**config.mk**
```make
export PLATFORM = sky130hd
export DESIGN_NAME = mem_arbiter
export DESIGN_NICKNAME = d
export VERILOG_FILES = /design/src/rtl/mem_arbiter.sv
export SDC_FILE = /design/constraint.sdc
export NUM_CORES = 1
export LEC_CHECK = 0
export CAP_MARGIN = 20
export CORE_AREA = 2 2 104 106
export DETAILED_ROUTE_END_ITERATION = 8
export DIE_AREA = 0 0 106 108
export SLEW_MARGIN = 5
export SYNTH_ARGS = -nofsm -noshare
export SYNTH_HDL_FRONTEND = slang
export SYNTH_SLANG_ARGS = --single-unit
export TNS_END_PERCENT = 30
```
**constraint.sdc**
```tcl
create_clock -name CLK -period 1.7 [get_ports CLK]
set_input_delay 0.255 -clock CLK [delete_from_list [all_inputs] [get_ports CLK]]
set_output_delay 0.255 -clock CLK [all_outputs]
set_load 0.005 [all_outputs]
```
**src/rtl/mem_arbiter.sv**
```systemverilog
// Two-master arbiter between icache/dcache and a single-ported RAM.
// The dcache wins by default, but an icache request is served after at most MAX_DSTREAK dcache completions.
module mem_arbiter #(
  parameter int MAX_DSTREAK = 4,
  parameter int CNT_W       = 3
) (
  input  logic        CLK,
  input  logic        RST,
  input  logic        iREN,
  input  logic [31:0] iaddr,
  output logic [31:0] iload,
  output logic        iwait,
  input  logic        dREN,
  input  logic        dWEN,
  input  logic [31:0] daddr,
  input  logic [31:0] dstore,
  output logic [31:0] dload,
  output logic        dwait,
  output logic        ramREN,
  output logic        ramWEN,
  output logic [31:0] ramaddr,
  output logic [31:0] ramstore,
  input  logic [31:0] ramload,
  input  logic [1:0]  ramstate
);

  typedef enum logic [1:0] {IDLE, DGRANT, IGRANT} arbState;

  localparam logic [1:0]       RAM_ACCESS = 2'd2;
  localparam logic [CNT_W-1:0] STREAK_MAX = CNT_W'(MAX_DSTREAK);

  arbState          stateReg, stateNext;
  logic [CNT_W-1:0] dstreakReg, dstreakNext;
  logic             dReq, iReq, ramAccess;

  assign dReq      = dREN | dWEN;
  assign iReq      = iREN;
  assign ramAccess = (ramstate == RAM_ACCESS);

  // Only a saturated streak with the icache waiting lets it jump the queue.
  function automatic arbState arbitrate(input logic d, input logic i,
                                        input logic [CNT_W-1:0] streak);
    if (d && !(i && streak == STREAK_MAX))
      return DGRANT;
    else if (i)
      return IGRANT;
    else
      return IDLE;
  endfunction

  always_ff @(posedge CLK or posedge RST) begin
    if (RST) begin
      stateReg   <= IDLE;
      dstreakReg <= '0;
    end else begin
      stateReg   <= stateNext;
      dstreakReg <= dstreakNext;
    end
  end

  always_comb begin
    stateNext   = stateReg;
    dstreakNext = dstreakReg;
    case (stateReg)
      IDLE: stateNext = arbitrate(dReq, iReq, dstreakReg);
      DGRANT: begin
        if (ramAccess) begin
          if (!iReq)
            dstreakNext = '0;
          else if (dstreakReg == STREAK_MAX)
            dstreakNext = STREAK_MAX;
          else
            dstreakNext = dstreakReg + CNT_W'(1);
          stateNext = arbitrate(dReq, iReq, dstreakNext);
        end else if (!dReq) begin
          stateNext = arbitrate(dReq, iReq, dstreakReg);
        end
      end
      IGRANT: begin
        if (ramAccess) begin
          dstreakNext = '0;
          stateNext   = arbitrate(dReq, iReq, '0);
        end else if (!iReq) begin
          stateNext = arbitrate(dReq, iReq, dstreakReg);
        end
      end
      default: stateNext = IDLE;
    endcase
  end

  // Outputs follow the owner's live enables so a withdrawal drops them at once.
  always_comb begin
    ramREN   = 1'b0;
    ramWEN   = 1'b0;
    ramaddr  = '0;
    ramstore = '0;
    iwait    = iReq;
    dwait    = dReq;
    case (stateReg)
      DGRANT: begin
        ramaddr  = daddr;
        ramstore = dstore;
        ramWEN   = dWEN;
        ramREN   = dREN & ~dWEN;
        dwait    = dReq & ~ramAccess;
      end
      IGRANT: begin
        ramaddr = iaddr;
        ramREN  = iREN;
        iwait   = iReq & ~ramAccess;
      end
      default: ;
    endcase
  end

  assign iload = ramload;
  assign dload = ramload;

endmodule
```
# Word level (Yosys, flattened, before mapping)
# Cells that the tools add are included.
[word_totals]
word_cells = 51
reg_bits = 5
in_bits = 135
romBits = 0
latch_bits = 0
memories = 0
ramBits = 0
[op_classes]
shifts = 0
multipliers = 0
eq_ne = 9
addsub = 1
n_div = 0
magnitude_cmp = 0
bitwise = 6
muxes = 23
reduce_logical = 10
[op_table]
columns = ["cell", "n"]
rows = [
  ["case mux 32 bit (2 select lines)", 1],
  ["2-to-1 mux 32 bit", 1],
  ["2-to-1 mux 3 bit", 6],
  ["2-to-1 mux 2 bit", 8],
  ["equality test 3 bit, second input constant", 2],
  ["inequality test 3 bit, second input constant", 2],
  ["case mux 2 bit (3 select lines)", 1],
  ["case mux 3 bit (2 select lines)", 1],
  ["equality test 2 bit, second input constant", 2],
  ["logical AND 1 bit", 4],
  ["2-to-1 mux 1 bit", 4],
  ["inequality test 2 bit, second input constant", 2],
  ["adder 3 x 1 -> 3 bit, second input constant", 1],
  ["AND 1 bit", 3],
  ["AND reduction 3 bit", 1],
  ["equality test 2 x 1 -> 1 bit, second input constant", 1],
  ["zero test 1 bit", 2],
  ["zero test 2 bit", 1],
  ["NOT 1 bit", 2],
  ["case mux 1 bit (2 select lines)", 1],
  ["AND reduction 2 bit", 1],
  ["nonzero test 2 bit", 1],
  ["OR 1 bit", 1],
]

# Longest topological paths before layout
[logic_depth]
word_depth = 12
ltp_mapped = 7
depth_no_buf = 6

# Least setup slack after synthesis
# Ideal clock, no wire load.
[synth_path]
kind = "register to output"
startpoint = "register stateReg[1]"
endpoint = "output ramstore[10]"
n_path_buf = 3
required_time_ps = 1445
stages_incl_launch_ff = 7
arrival_ps = 1306
slack_ps = 139
path_cell_list = "dfrtp_1 -> inv_1 -> ha_1 -> buf_4 -> buf_2 -> clkbuf_1 -> and2_1"
[synth_via]
elab_chain_len = 2
[synth_rtl]
columns = ["element", "line", "text"]
rows = [
  ["start: declaration", "32", "arbState stateReg, stateNext;"],
  ["start signal: assignment", "56", "stateReg <= stateNext;"],
  ["equality test 2 x 1 -> 1 bit", "99", "case (stateReg)"],
  ["2-to-1 mux 32 bit", "99", ""],
  ["end: declaration", "22", "output logic [31:0] ramstore,"],
]
# No other way between the ends.

# Worst setup path in the final report
[layout_path]
startpoint = "register stateReg[1]"
endpoint = "output ramaddr[12]"
[layout_via]
elab_chain_len = 2
elab_cells_between_ends = 3
classes_between = "2 x eq/ne; 1 x mux"
[layout_rtl]
columns = ["element", "line", "text"]
rows = [
  ["equality test 2 bit or equality test 2 x 1 -> 1 bit (tied branches)", "99", ""],
  ["case mux 32 bit (2 select lines) *", "99", ""],
  ["end: declaration", "21", "output logic [31:0] ramaddr,"],
]
# Mark *: on every way between the ends. The rest lies on a longest branch, timed or not.

==> metrics.yaml <==
run_status:
  status: "finished, violations left"
  violations: "negative setup slack"
setup_path:
  slowest_delay_ns: 0.41
  r2r-end: "stateReg[0]"
  cp.arrival_ns: 1.66
  regToRegSetupSlack_ns: -0.11
  setup.worst_path.class: "register to output port"
  cp_data_required_time_ns: 1.44
  crit_path_top_delay_cell: "dfrtp_1"
  rr_startpoint: "stateReg[1]"
  cp_max_fo: 8
  rr_worst_depth: 8
  crit_top_cell: "buf_12"
  crit_path_start_kind: "register"
  path_cells: "inv_2, ha_4, buf_12, buf_12, buf_12, a22oi_2, nor2b_1, buf_2"
  endpoint_kind: "output port"
cts:
  numCtsBuffers: 3
  cts_hold_buf: 0
  htree_levels: 1
  path_clk_slew_ns: 0.04
  root_buffer: "clkbuf_8"
  clk_latency_ns: 0.22
  tritoncts: "done"
  clock_sinks: 5
  max-clock-path-buffers: 2
synth:
  yosys_register_bits: 5
  synth_top_area_share_pct: 28.9
  synthesis.area_mm2: 0.00171
  yosys.area.top_type: "buf_4"
  synth_area_leaders: "buf_4 29%, a22oi_1 14%, and2_1 12%"
  seq_area_frac_synth_pct: 7.30
  postSynthCellCount: 237
  syn-num-nets: 378
  ys_warn_count: 0
  ys_types: 32
  avgSynthCellArea_um2: 7.23
route:
  first_pass_iters: 4
  avgRoutedWirePerCell_um: 15.2
  drtIter0Drc: 61
  drc: 0
  avgViaCountPerCell: 4.19
  antenna_left: 0
  vias: 2198
  wl_um: 7960
layout:
  layout_common_cells: "102 x clkdlybuf4s50_1, 49 x buf_2, 32 x a22oi_2"
  fin_area_mm2: 0.00375
  multiInputGateArea_mm2: 0.00123
  fin_nets: 530
  fillers: 1079
  final_cells: 524
  ff_latch_area_um2: 125
  drive_gt1_share_pct: 46.6
  area_growth_pct: 119
  final_common_cell: "clkdlybuf4s50_1"
  diodes: 0
timing:
  fmax_ghz: 0.522
  skew_ns: 0.00142
  finalSetupTns_ns: -5.78
  grt_setup_unrepaired: "yes"
  worstMarginPinSlew_ns: 0.284
  timing.final.ws_setup_ns: -0.215
  setup_viol: 58
  hold_viol_final: 0
  slew-limit-headroom_pct: 80.9
  slew_violations: 0
  fin_crit_sh_pct: 113
  min_period_ns: 1.91
placed_design:
  dpl.hpwl_um: 5910
  place_area_mm2: 0.00329
  io_buffers: 170
  placedCellCount: 490
  post-place-ws_ns: -0.339
  gp_congestion: 0.752
min_path:
  hold_path_class: "input pin to async pin"
global_route:
  antenna_found_initial: 0
  grt_max_degree: 16
  grt_overflow: 0
  grt_pass1_wl_um: 11500
  grt_usage_pct: 12.6
  first_global_vias: 2358
floorplanning:
  rows: 37
  ios: 267
  fp.coreArea_mm2: 0.0102
  die_area_mm2: 0.0114
  start_util_pct: 16.8
  die_h_um: 108
  die_w_um: 106
power:
  peakVddDrop_v: 0.000548
  leakagePower_nw: 1.60
  fin_total_pwr_mw: 5.36
  power_density_mw_per_mm2: 1430
job:
  drv_cap: 0
per-stage QoR:
stage / hold slack (ns) / utilization, %
after global placement: 0.474 / 32.2
after global routing: 0.259 / 36.7
after CTS: 0.250 / 36.2
after floorplan: 0.0335 / -
final: 0.247 / 36.7
after detailed placement: 0.481 / 32.2
area by class of cell:
class | instances | share of cell area (%)
Timing Repair Buffer | 228 | 57.2
Multi-Input combinational cell | 143 | 32.9
Tap cell | 136 | 4.53
Sequential cell | 5 | 3.33
Clock buffer | 4 | 1.20
Inverter | 8 | 0.800
Yosys cell counts:
| cell type | number |
|---|---|
| a211oi_2 | 1 |
| a21boi_0 | 1 |
| a21boi_4 | 1 |
| a21oi_1 | 2 |
| a22o_1 | 1 |
| a22oi_1 | 32 |
| a2bb2oi_1 | 1 |
| a311o_1 | 1 |
| a31o_2 | 1 |
| a31oi_1 | 3 |
| a32o_1 | 2 |
| a32oi_1 | 1 |
| and2_1 | 34 |
| buf_2 | 3 |
| buf_4 | 66 |
| buf_6 | 2 |
| clkbuf_1 | 10 |
| dfrtp_1 | 5 |
| ha_1 | 6 |
| inv_1 | 8 |
| nand2_1 | 7 |
| nand3_1 | 2 |
| nor2_1 | 3 |
| nor2b_1 | 32 |
| nor2b_4 | 1 |
| nor3b_1 | 1 |
| o211ai_1 | 1 |
| o21ai_0 | 4 |
| o21ai_1 | 2 |
| o22ai_1 | 1 |
| o311ai_1 | 1 |
| or2_2 | 1 |
worst max path at each step:
stage	start	endpoint	cells past startpoint
floorplan	stateReg[1]	ramstore[10]	6
global placement	stateReg[0]	ramaddr[25]	7
detailed placement	stateReg[0]	ramaddr[25]	7
CTS	stateReg[1]	ramaddr[24]	6
global route	stateReg[0]	ramaddr[12]	8
finish	stateReg[1]	ramaddr[12]	8
routing by layer:
metal | share of wire (%) | global-route usage, % | up-vias
met4 | 3.3 | 5.45 | 0
met3 | 8.0 | 2.83 | 42
met1 | 35 | 12.5 | 998
met5 | 0 | 0 | -
met2 | 54 | 24.9 | 119
li1 | - | - | 1039
critical path: cells and delay by family, from the launching register on:
| family | cells | cell delay (ns) |
|---|---|---|
| buffers and inverters | 5 | 0.62 |
| flip-flops | 1 | 0.41 |
| adder cells (fa/ha/maj) | 1 | 0.21 |
| AO/OA/AOI/OAI | 1 | 0.13 |
| AND/OR/NAND/NOR | 1 | 0.07 |
flip-flops by register name, summed over array words and instances (netlist names):
signal / flops
dstreakReg: 3
stateReg: 2
logic make-up after synthesis:
logic type | share of synthesized area (%)
buffers and inverters | 35.0
adders and majority gates | 4.38
AOI/OAI and AO/OA | 24.8
DFF | 7.30
and+or+nand+nor | 28.5
power by group:
part | internal, mW | switching, mW | total [mW] | leakage, nW
logic | 3.03 | 1.89 | 4.92 | 1.52
clock network | 0.161 | 0.0558 | 0.217 | 0.0228
registers | 0.171 | 0.0546 | 0.226 | 0.0622
what timing repair did:
item	in CTS	in global routing
gates resized for setup	317	25
gates cloned	5	2
buffers inserted	22	5
pin swaps	24	10
setup endpoints to repair	70	70
No activity file was read; power rests on OpenSTA's default activity.
